--- src/rtl/uart_rx_fifo_ctrl.sv ---
// UART receive controller: captures completed characters (or breaks) from the
// receiver, acknowledges them with a one-cycle request pulse, buffers them in a
// FIFO and raises an interrupt on fill level, idle timeout or FIFO overrun.
module uart_rx_fifo_ctrl #(
  parameter int unsigned DEPTH         = 16,
  parameter int unsigned TIMEOUT_WIDTH = 16
) (
  input  logic                       clk,
  input  logic                       rst,
  // receiver side
  input  logic [8:0]                 rxDataOut,
  input  logic                       rxDataReceived,
  input  logic                       rxParityError,
  input  logic                       rxOverflow,
  input  logic                       rxBreak,
  output logic                       rxReceiveReq,
  // host read port
  output logic [11:0]                rdData,
  output logic                       rdValid,
  input  logic                       rdReady,
  input  logic                       flush,
  // interrupt control / status
  input  logic [$clog2(DEPTH):0]     threshold,
  input  logic [TIMEOUT_WIDTH-1:0]   timeoutCycles,
  output logic [$clog2(DEPTH):0]     count,
  output logic                       fifoOverrun,
  output logic                       timeout,
  input  logic                       clearOverrun,
  output logic                       irq
);

  localparam int unsigned AW = $clog2(DEPTH);
  localparam int unsigned CW = AW + 1;

  // ---------------------------------------------------------------------------
  // Capture / acknowledge sequencer
  // ---------------------------------------------------------------------------
  typedef enum logic [1:0] {
    StIdle,
    StAck,
    StWait
  } state_e;

  state_e      state_q, state_d;
  logic        push_req;
  logic [11:0] push_data;

  // State register
  always_ff @(posedge clk or negedge rst) begin
    if (!rst) begin
      state_q <= StIdle;
    end else begin
      state_q <= state_d;
    end
  end

  // Next state, capture request and acknowledge pulse
  always_comb begin
    state_d      = state_q;
    push_req     = 1'b0;
    push_data    = '0;
    rxReceiveReq = 1'b0;
    unique case (state_q)
      StIdle: begin
        // A character wins over a simultaneous break; one ack clears both.
        if (rxDataReceived) begin
          push_req  = 1'b1;
          push_data = {rxOverflow, 1'b0, rxParityError, rxDataOut};
          state_d   = StAck;
        end else if (rxBreak) begin
          push_req  = 1'b1;
          push_data = {rxOverflow, 1'b1, 1'b0, 9'h000};
          state_d   = StAck;
        end
      end
      StAck: begin
        rxReceiveReq = 1'b1;
        state_d      = StWait;
      end
      StWait: begin
        // Receiver needs time to drop its levels after the acknowledge.
        if (!rxDataReceived && !rxBreak) begin
          state_d = StIdle;
        end
      end
      default: state_d = StIdle;
    endcase
  end

  // ---------------------------------------------------------------------------
  // FIFO
  // ---------------------------------------------------------------------------
  logic [AW-1:0] wptr_q, rptr_q;
  logic [CW-1:0] count_q;
  logic [11:0]   mem_q [DEPTH];
  logic          pop;
  logic          full;
  logic          push_ok;
  logic          push_drop;

  assign rdValid   = (count_q != '0);
  assign pop       = rdValid && rdReady;
  assign full      = (count_q == CW'(DEPTH));
  // A pop in the same cycle frees the slot a full FIFO would otherwise lack.
  assign push_ok   = push_req && !flush && (!full || pop);
  assign push_drop = push_req && !flush && full && !pop;

  // Pointers and occupancy; pointers wrap naturally at DEPTH
  always_ff @(posedge clk or negedge rst) begin
    if (!rst) begin
      wptr_q  <= '0;
      rptr_q  <= '0;
      count_q <= '0;
    end else if (flush) begin
      wptr_q  <= '0;
      rptr_q  <= '0;
      count_q <= '0;
    end else begin
      if (push_ok) begin
        wptr_q <= wptr_q + AW'(1);
      end
      if (pop) begin
        rptr_q <= rptr_q + AW'(1);
      end
      if (push_ok && !pop) begin
        count_q <= count_q + CW'(1);
      end else if (!push_ok && pop) begin
        count_q <= count_q - CW'(1);
      end
    end
  end

  // Storage; no reset needed since the read port is gated by rdValid
  always_ff @(posedge clk) begin
    if (push_ok) begin
      mem_q[wptr_q] <= push_data;
    end
  end

  assign rdData = rdValid ? mem_q[rptr_q] : 12'h000;
  assign count  = count_q;

  // ---------------------------------------------------------------------------
  // Idle timeout
  // ---------------------------------------------------------------------------
  logic [TIMEOUT_WIDTH-1:0] idle_cnt_q, idle_cnt_d;

  // Idle counter next value: restart on activity or empty, else saturate
  always_comb begin
    idle_cnt_d = idle_cnt_q;
    if (push_req || pop || flush || !rdValid) begin
      idle_cnt_d = '0;
    end else if (idle_cnt_q >= timeoutCycles) begin
      // Clamping (rather than holding) lets a lowered limit re-match at once.
      idle_cnt_d = timeoutCycles;
    end else begin
      idle_cnt_d = idle_cnt_q + TIMEOUT_WIDTH'(1);
    end
  end

  // Idle counter register
  always_ff @(posedge clk or negedge rst) begin
    if (!rst) begin
      idle_cnt_q <= '0;
    end else begin
      idle_cnt_q <= idle_cnt_d;
    end
  end

  assign timeout = rdValid && (timeoutCycles != '0) && (idle_cnt_q == timeoutCycles);

  // ---------------------------------------------------------------------------
  // Overrun flag and interrupt
  // ---------------------------------------------------------------------------
  logic overrun_q, overrun_d;
  logic thr_hit;
  logic irq_q;

  // Sticky overrun: a set in the same cycle as a clear takes priority
  always_comb begin
    overrun_d = overrun_q;
    if (push_drop) begin
      overrun_d = 1'b1;
    end else if (clearOverrun) begin
      overrun_d = 1'b0;
    end
  end

  assign thr_hit = (threshold != '0) && (count_q >= threshold);

  // Overrun flag and registered interrupt
  always_ff @(posedge clk or negedge rst) begin
    if (!rst) begin
      overrun_q <= 1'b0;
      irq_q     <= 1'b0;
    end else begin
      overrun_q <= overrun_d;
      irq_q     <= thr_hit | timeout | overrun_q;
    end
  end

  assign fifoOverrun = overrun_q;
  assign irq         = irq_q;

endmodule

--- config.mk ---
export PLATFORM = sky130hd
export DESIGN_NAME = uart_rx_fifo_ctrl
export DESIGN_NICKNAME = d
export VERILOG_FILES = /design/src/rtl/uart_rx_fifo_ctrl.sv
export SDC_FILE = /design/constraint.sdc
export NUM_CORES = 1
export LEC_CHECK = 0
export ABC_AREA = 0
export BUFFER_PORTS_ARGS = -buffer_cell sky130_fd_sc_hd__buf_2
export CAP_MARGIN = 0
export CORE_MARGIN = 5
export CORE_UTILIZATION = 55
export CTS_CLUSTER_SIZE = 40
export DETAILED_ROUTE_END_ITERATION = 6
export PLACE_DENSITY = 0.73
export SLEW_MARGIN = 5
export SYNTH_ARGS = -nofsm -noshare
export SYNTH_HDL_FRONTEND = slang
export SYNTH_SLANG_ARGS = --single-unit
--- constraint.sdc ---
create_clock -name clk -period 5.6 [get_ports clk]
set_input_delay 0.56 -clock clk [delete_from_list [all_inputs] [get_ports clk]]
set_output_delay 0.56 -clock clk [all_outputs]
set_load 0.02 [all_outputs]
== After elaboration in Yosys (flattened, before gate mapping) ==
Memory sizes are Yosys's and may differ from the RTL's.
Cells that the tools add are included.
Storage, ports and cells
  memories kept: 1
  register bits: 33
  bits in writable memories: 192
  output and inout port bits: 22
  input port bits: 39
Memories
  mem_q: words 16, width 12, read ports 1, clocked after memory_dff 0, write ports 1, RTL line 95  | logic [11:0] mem_q [DEPTH];
Operators by class
  equality and inequality tests: 6
  magnitude comparators: 2
  reductions and logical operators: 31
  bitwise logic cells: 2
  muxes and demuxes: 25
  add/sub/neg operators: 5
Operators by type and width (count)
  $mux W12: 4
  $mux W16: 2
  $add A16 B1 Y16 const B: 1
  $eq A16 B16 Y1: 1
  $ge A16 B16 Y1: 1
  $mux W4: 4
  $reduce_bool A16 Y1: 1
  $mux W5: 3
  $logic_and A1 B1 Y1: 11
  $reduce_bool A5 Y1: 2
  $add A4 B1 Y4 const B: 2
  $mux W1: 8
  $logic_not A1 Y1: 7
  $mux W2: 3
  $pmux W2 S3: 1
  $reduce_bool A2 Y1: 3
  $add A5 B1 Y5 const B: 1
  $eq A5 B5 Y1 const B: 1
  $ge A5 B5 Y1: 1
  $sub A5 B1 Y5 const B: 1
  $logic_or A1 B1 Y1: 4
  $ne A3 B3 Y1 const B: 1
  $reduce_bool A3 Y1: 1
  $eq A2 B1 Y1 const B: 1
  other kinds (5): 6

== Longest topological paths before layout ==
Gate-level depths: netlist (run 1).
  depth in word-level cells: 10
  gate-level depth with buffers: 10

== Worst setup path before layout (run 1) ==
No wires, ideal clock.
  path type: flip-flop to flip-flop
  from: register count_q[4] (netlist: count[4])
  to: register count_q[4] (netlist: count[4])
  arrival time: 2.673 ns
  cell stages (with the launch flop): 11
  data required time: 5.522 ns
  clock period less this slack: 2.751 ns
  setup slack: 2.849 ns
  cells stage by stage: dfrtp_1 nor2b_1 a211oi_2 and2b_1 nand2_1 fa_1 a21o_1 a21oi_1 nand4_1 a21o_1 a21oi_1
On the way
  word-level cells in the longest chain between the ends: 7
  elaborated cells between the ends (all ways): 16
Ends and longest elaborated chain
  start, declared: RTL line 94  | logic [CW-1:0] count_q;
  start signal, assigned: RTL line 126  | count_q <= count_q + CW'(1);
  start signal, assigned: RTL line 128  | count_q <= count_q - CW'(1);
  branches (longest 7 deep; another with $sub A5 B1 Y5)
Several ways; the timed one is not identified. The select of a mux whose other input is x is not followed.
A chain may end at the register's enable or synchronous reset.

== Final worst setup path (run 1) ==
  from: register rptr_q[0]
  to: output rdData[9]
On the way
  word-level cells in the longest chain between the ends: 2
Ends and longest elaborated chain
  start, declared: RTL line 93  | logic [AW-1:0] wptr_q, rptr_q;
  start signal, assigned: RTL line 123  | rptr_q <= rptr_q + AW'(1);
  $mem_v2 Z16 W12
  $mux W12: RTL line 140  | assign rdData = rdValid ? mem_q[rptr_q] : 12'h000;
  end, declared: RTL line 18  | output logic [11:0] rdData,
No other way between the ends.

==> qor.txt, run 1 <==
status - finished, final reports clean
synth top area cells - edfxtp_1 58%, mux4_2 14%, dfrtp_1 8.3%
die height - 144 um
Main synth FF type - edfxtp_1
CTS Buf Count - 23
post-layout util - 63.1%
clk slew on worst S/H paths - 70 ps
cts hold-fix bufs - 0
row count - 49
P_leak - 4.05 nW
worst vdd ir - 0.239 mV
r2r setup slk - 2500 ps
Final Hold Fails - 0
Synth Cell Area - 9950 um^2
most numerous cell in the Yosys netlist - edfxtp_1
DRC Markers - 0
DR vias/cell - 6.24
Slew Viols, Final - 0
commonest cells in the netlist - 192 x edfxtp_1, 60 x mux4_2, 33 x dfrtp_1
Root Driver - clkbuf_16
Nets - 740
area fraction of the dominant cell type after synthesis - 58.0%
Final Power - 4.76 mW
met1 Use GR - 30.2%
Starting Density - 55.6%
Congestion Overflow GR - 0
number of antenna violations at the first check in global routing - 0
net count after synthesis - 671
Distinct cells, synth - 43
Worst-Margin Slew - 1300 ps
htree depth - 1
M2 GR Usage - 36.9%
IO buf count - 60
r2r endpoint - count[4]$_DFFE_PN0P_
Core Area - 17,900 um^2
share of layout cells above drive strength 1 - 26.6%
sequential area share after synthesis - 66.3%
Crit path required time - 5040 ps
worst skew pair latency - 510 ps
post-CTS sizing - 0
GRT Max-Usage Layer - met2
part of the cycle the worst path needs - 65.7%
Placed Area - 10,600 um^2
flip-flop and latch count after synthesis - 225
final setup fails - 0
I/O pin cnt - 61
global-route wire length before repair - 34,000 um
Synth Instances - 600
Max Cap Viol - 0
Worst Path Class, Setup - flop to primary output
buffer count from post-CTS setup fixing - 0
reg2reg start - count[0]$_DFFE_PN0P_
Worst Reg-to-Reg Cells - 10
Final ANT Viol Nets - 0
power per cell area - 422 nW/um^2
skew final - 15.7 ps
Hold Crit Class - input port to asynchronous set/reset pin
Fin Setup TNS - 0 ps
WL final - 21,800 um
Layout area overhead - 13.5%
critical path data arrival time - 3120 ps
CTS tree - built
DRT iter0 DRCs - 533
gr usage total - 21.6%
met3 usage - 2.55%
Final min period - 3680 ps
Relative slew margins - 13.5%
final instance area - 11,300 um^2
n_diodes - 0
number of global-route vias before repair - 5,841
Fillers - 1,281
Die Area - 20,900 um^2
Critical Path Source Type - flop
f_max - 272 MHz
unrepaired setup endpoints after global routing - false
Die X - 144 um
largest area contributor in the synthesized netlist - edfxtp_1
CP Capture Type - primary output
CTS sink cnt - 225
largest net degree at the start of global routing - 52
EDFF count, synth - 192
DP HPWL - 13,200 um
CTS max path bufs - 3
CP max FO - 51
drt pass-1 iters - 5
Synth warnings - 0
vias - 5,692
Avg Cell Area, Syn - 16.6 um^2
GP Congestion - 0.894
Wirelength per Cell - 24.0 um
Post-synth ARST share - 14.7%
==> area by class of cell <==
class	instances	area [um^2]	area share, %
Inverter	31	116	1.03
Clock inverter	15	151	1.34
Tap cell	229	287	2.54
Timing Repair Buffer	70	375	3.32
Multi-Input combinational cell	318	3180	28.2
Clock buffer	24	579	5.13
Sequential cell	225	6600	58.4
==> cells by family (layout without fill, tap and decap cells) <==
logic type	Yosys count	in the layout	synth area share, %
simple gates	133	133	7.14
fa+ha+maj	32	32	4.10
xor+xnor	21	21	1.85
flops	225	225	66.3
buf+inv	57	140	2.24
mux	64	64	14.0
compound gates	68	68	4.38
==> flip-flops by register name, summed over array words and instances, names as in the netlist <==
signal	count
mem_q	192
idle_cnt_q	16
count	5
rptr_q	4
wptr_q	4
state_q	2
fifoOverrun	1
irq	1
==> how the worst max path moves through the flow <==
| stage | from | endpoint | slack, ps | cells after the start |
|---|---|---|---|---|
| 3_3_place_gp | rxDataReceived | mem_q[14][5]$_DFFE_PP_ | 2310 | 6 |
| 3_5_place_dp | rxDataReceived | mem_q[12][4]$_DFFE_PP_ | 2260 | 6 |
| 6_report | rptr_q[0]$_DFFE_PN0P_ | rdData[9] | 1920 | 4 |
| 2_1_floorplan | count[4]$_DFFE_PN0P_ | count[4]$_DFFE_PN0P_ | 2850 | 10 |
| 5_1_grt | rptr_q[0]$_DFFE_PN0P_ | rdData[9] | 1740 | 4 |
| 4_1_cts | rptr_q[0]$_DFFE_PN0P_ | rdData[9] | 1880 | 4 |
==> stage by stage <==
step	instances	hold slack [ps]	setup WS (ps)
after floorplan	600	264	2850
after global placement	873	457	2310
after detailed placement	873	487	2260
after CTS	912	150	1880
after global routing	912	187	1740
final	912	127	1920
==> critical path, stage by stage (launching register included) <==
cell and delay (ps):
dfrtp_4 1120, mux4_2 640, mux4_2 470, and2_1 190
buf_2 170
==> power by group <==
part	total [mW]	switching [mW]	internal (mW)
registers	2.11	0.149	1.96
clock network	1.50	0.619	0.885
logic	1.15	0.623	0.524
==> placed cells by master, fill, tap and decap left out, types with 17 or more instances in the layout <==
cell type and instances:
a21oi_1 31, and2_1 17, edfxtp_1 192, clkbuf_16 23, nand3_1 17, ha_1 31
dfrtp_1 31, mux4_2 60, buf_2 60, inv_1 31, nor2_1 21
==> routing by layer <==
metal  routed length (um)  vias to the layer above
met4                  480                        0
met1                 8950                     2958
met2                11300                      195
li1                     -                     2498
met5                    0                        -
met3                 1130                       41
(Power assumes the default switching activity.)
==> run 2, diff against run 1 <==
clock period = 3.5 ns   (was 5.6 ns; I/O delays follow)
==> run 2 against run 1 <==
Effect of this change: first-iteration DRC count is 5.3% lower; register-to-register slack worse by 2100 ps; via count is 0.49% higher; global-route usage is 0.078 points lower; power is 60% higher; clock-buffer cell count is 6 higher; critical path type unchanged; largest cell class unchanged.
==> qor.txt, run 2 (same netlist as run 1, synthesis figures left out) <==
clk slew on worst S/H paths - 60 ps
hold depth - 2
Placed Area - 10,700 um^2
r2r setup slk - 410 ps
Layout Cells excl Fill - 936
htree depth - 1
status - finished, final reports clean
Max Cap Viol - 0
Core Area - 17,900 um^2
skew final - 7.06 ps
IO buf count - 60
Die X - 144 um
Die Area - 20,900 um^2
# placed instances - 891
Crit path required time - 3150 ps
DP HPWL - 14,200 um
hold slack - 26.9 ps
Nets - 760
CP Capture Type - primary output
Setup Slack @ Placement - 437 ps
global-route wire length before repair - 34,000 um
most common cell after layout, fill and taps aside - edfxtp_1
Fin Setup TNS - 0 ps
Congestion Overflow GR - 0
power per cell area - 663 nW/um^2
largest net degree at the start of global routing - 34
post-layout util - 64.0%
buffer count from post-CTS setup fixing - 0
DRC Markers - 0
Slew Viols, Final - 0
die height - 144 um
Layout area overhead - 15.2%
Final Power - 7.60 mW
part of the cycle the worst path needs - 92.4%
Worst-Margin Slew - 865 ps
met3 WL - 1180 um
I/O pin cnt - 61
Top reg by flops - mem_q
Max Used Layer - met4
crit path buf inv count - 2
reg2reg start - count[0]$_DFFE_PN0P_
Hold Crit Start - clearOverrun
WL final - 21,800 um
CP max FO - 23
r2r endpoint - count[4]$_DFFE_PN0P_
CP max stage delay - 750 ps
CP dominant cell by count - mux4_2
DR vias/cell - 6.11
metal2 WL - 11,300 um
Critical Path Source Type - flop
gr usage total - 21.6%
CTS tree - built
most frequent cells in the layout - 192 x edfxtp_1, 60 x mux4_2, 60 x buf_2
Final min period - 3240 ps
share of layout cells above drive strength 1 - 27.9%
n_diodes - 0
number of antenna violations at the first check in global routing - 0
CTS Buf Count - 24
CTS sink cnt - 225
delay-heaviest family, CP - multiplexers
Wirelength per Cell - 23.3 um
Final Hold Fails - 0
final instance area - 11,500 um^2
CTS max path bufs - 3
GP Congestion - 0.866
Fillers - 1,243
final worst setup slack - 264 ps
DRT iter0 DRCs - 505
slowest CP cell - dfrtp_4
row count - 49
P_leak - 4.15 nW
worst skew pair latency - 510 ps
vias - 5,720
drt pass-1 iters - 5
max reg flops - 192
f_max - 309 MHz
Final ANT Viol Nets - 0
Root Driver - clkbuf_16
Starting Density - 55.6%
Relative slew margins - 42.3%
Metal-1 WL - 8940 um
final setup fails - 0
Hold Crit Class - input port to flop
critical path data arrival time - 2890 ps
Hold EP - fifoOverrun$_DFFE_PN0P_
unrepaired setup endpoints after global routing - false
number of global-route vias before repair - 5,981
Worst Path Class, Setup - flop to primary output
CP Cell Sequence - buf_12 -> mux4_2 -> mux4_2 -> and2_1 -> buf_2
worst vdd ir - 0.464 mV
Worst Reg-to-Reg Cells - 10
-- run 2: changes by cell type in the layout (fill, tap and decap cells not counted), sizes merged --
cell and delta:
buf +18, clkinvlp +1, clkinv +1, clkbuf +6
bufinv -3, dlygate4sd3 +1
-- run 2: metal layers --
metal | up-vias | track usage [%]
li1 | 2533 | -
met1 | 2983 | 29.3
met2 | 175 | 37.2
met3 | 29 | 2.98
met4 | 0 | 5.60
met5 | - | 0
-- run 2: final cells by class --
type                       instances  area, um^2  share of cell area [%]
clock buffer                      30         644                    5.62
clock inverter                    14        83.8                   0.732
inverter                          31         116                    1.02
multi-input combinational        318        3170                    27.7
sequential                       225        6600                    57.6
tap                              229         287                    2.50
timing repair buffer              89         558                    4.87
-- run 2: power breakdown --
part           internal (mW)  switching (mW)
clock                   1.31           0.998
combinational          0.895            1.06
sequential              3.14           0.188
-- run 2: what timing repair did --
action,CTS,global route
endpoints found under the hold margin,33,0
gates resized for setup,0,0
hold buffers,1,0
-- run 2: worst max-delay path by stage --
stage                          startpoint                    to  cells after the start
global placement           rxDataReceived  count[4]$_DFFE_PN0P_                     11
detailed placement         rxDataReceived  count[4]$_DFFE_PN0P_                     11
finish              rptr_q[0]$_DFFE_PN0P_             rdData[4]                      5
floorplan            count[4]$_DFFE_PN0P_  count[4]$_DFFE_PN0P_                     10
CTS                 rptr_q[0]$_DFFE_PN0P_             rdData[4]                      5
global route        rptr_q[0]$_DFFE_PN0P_             rdData[4]                      5
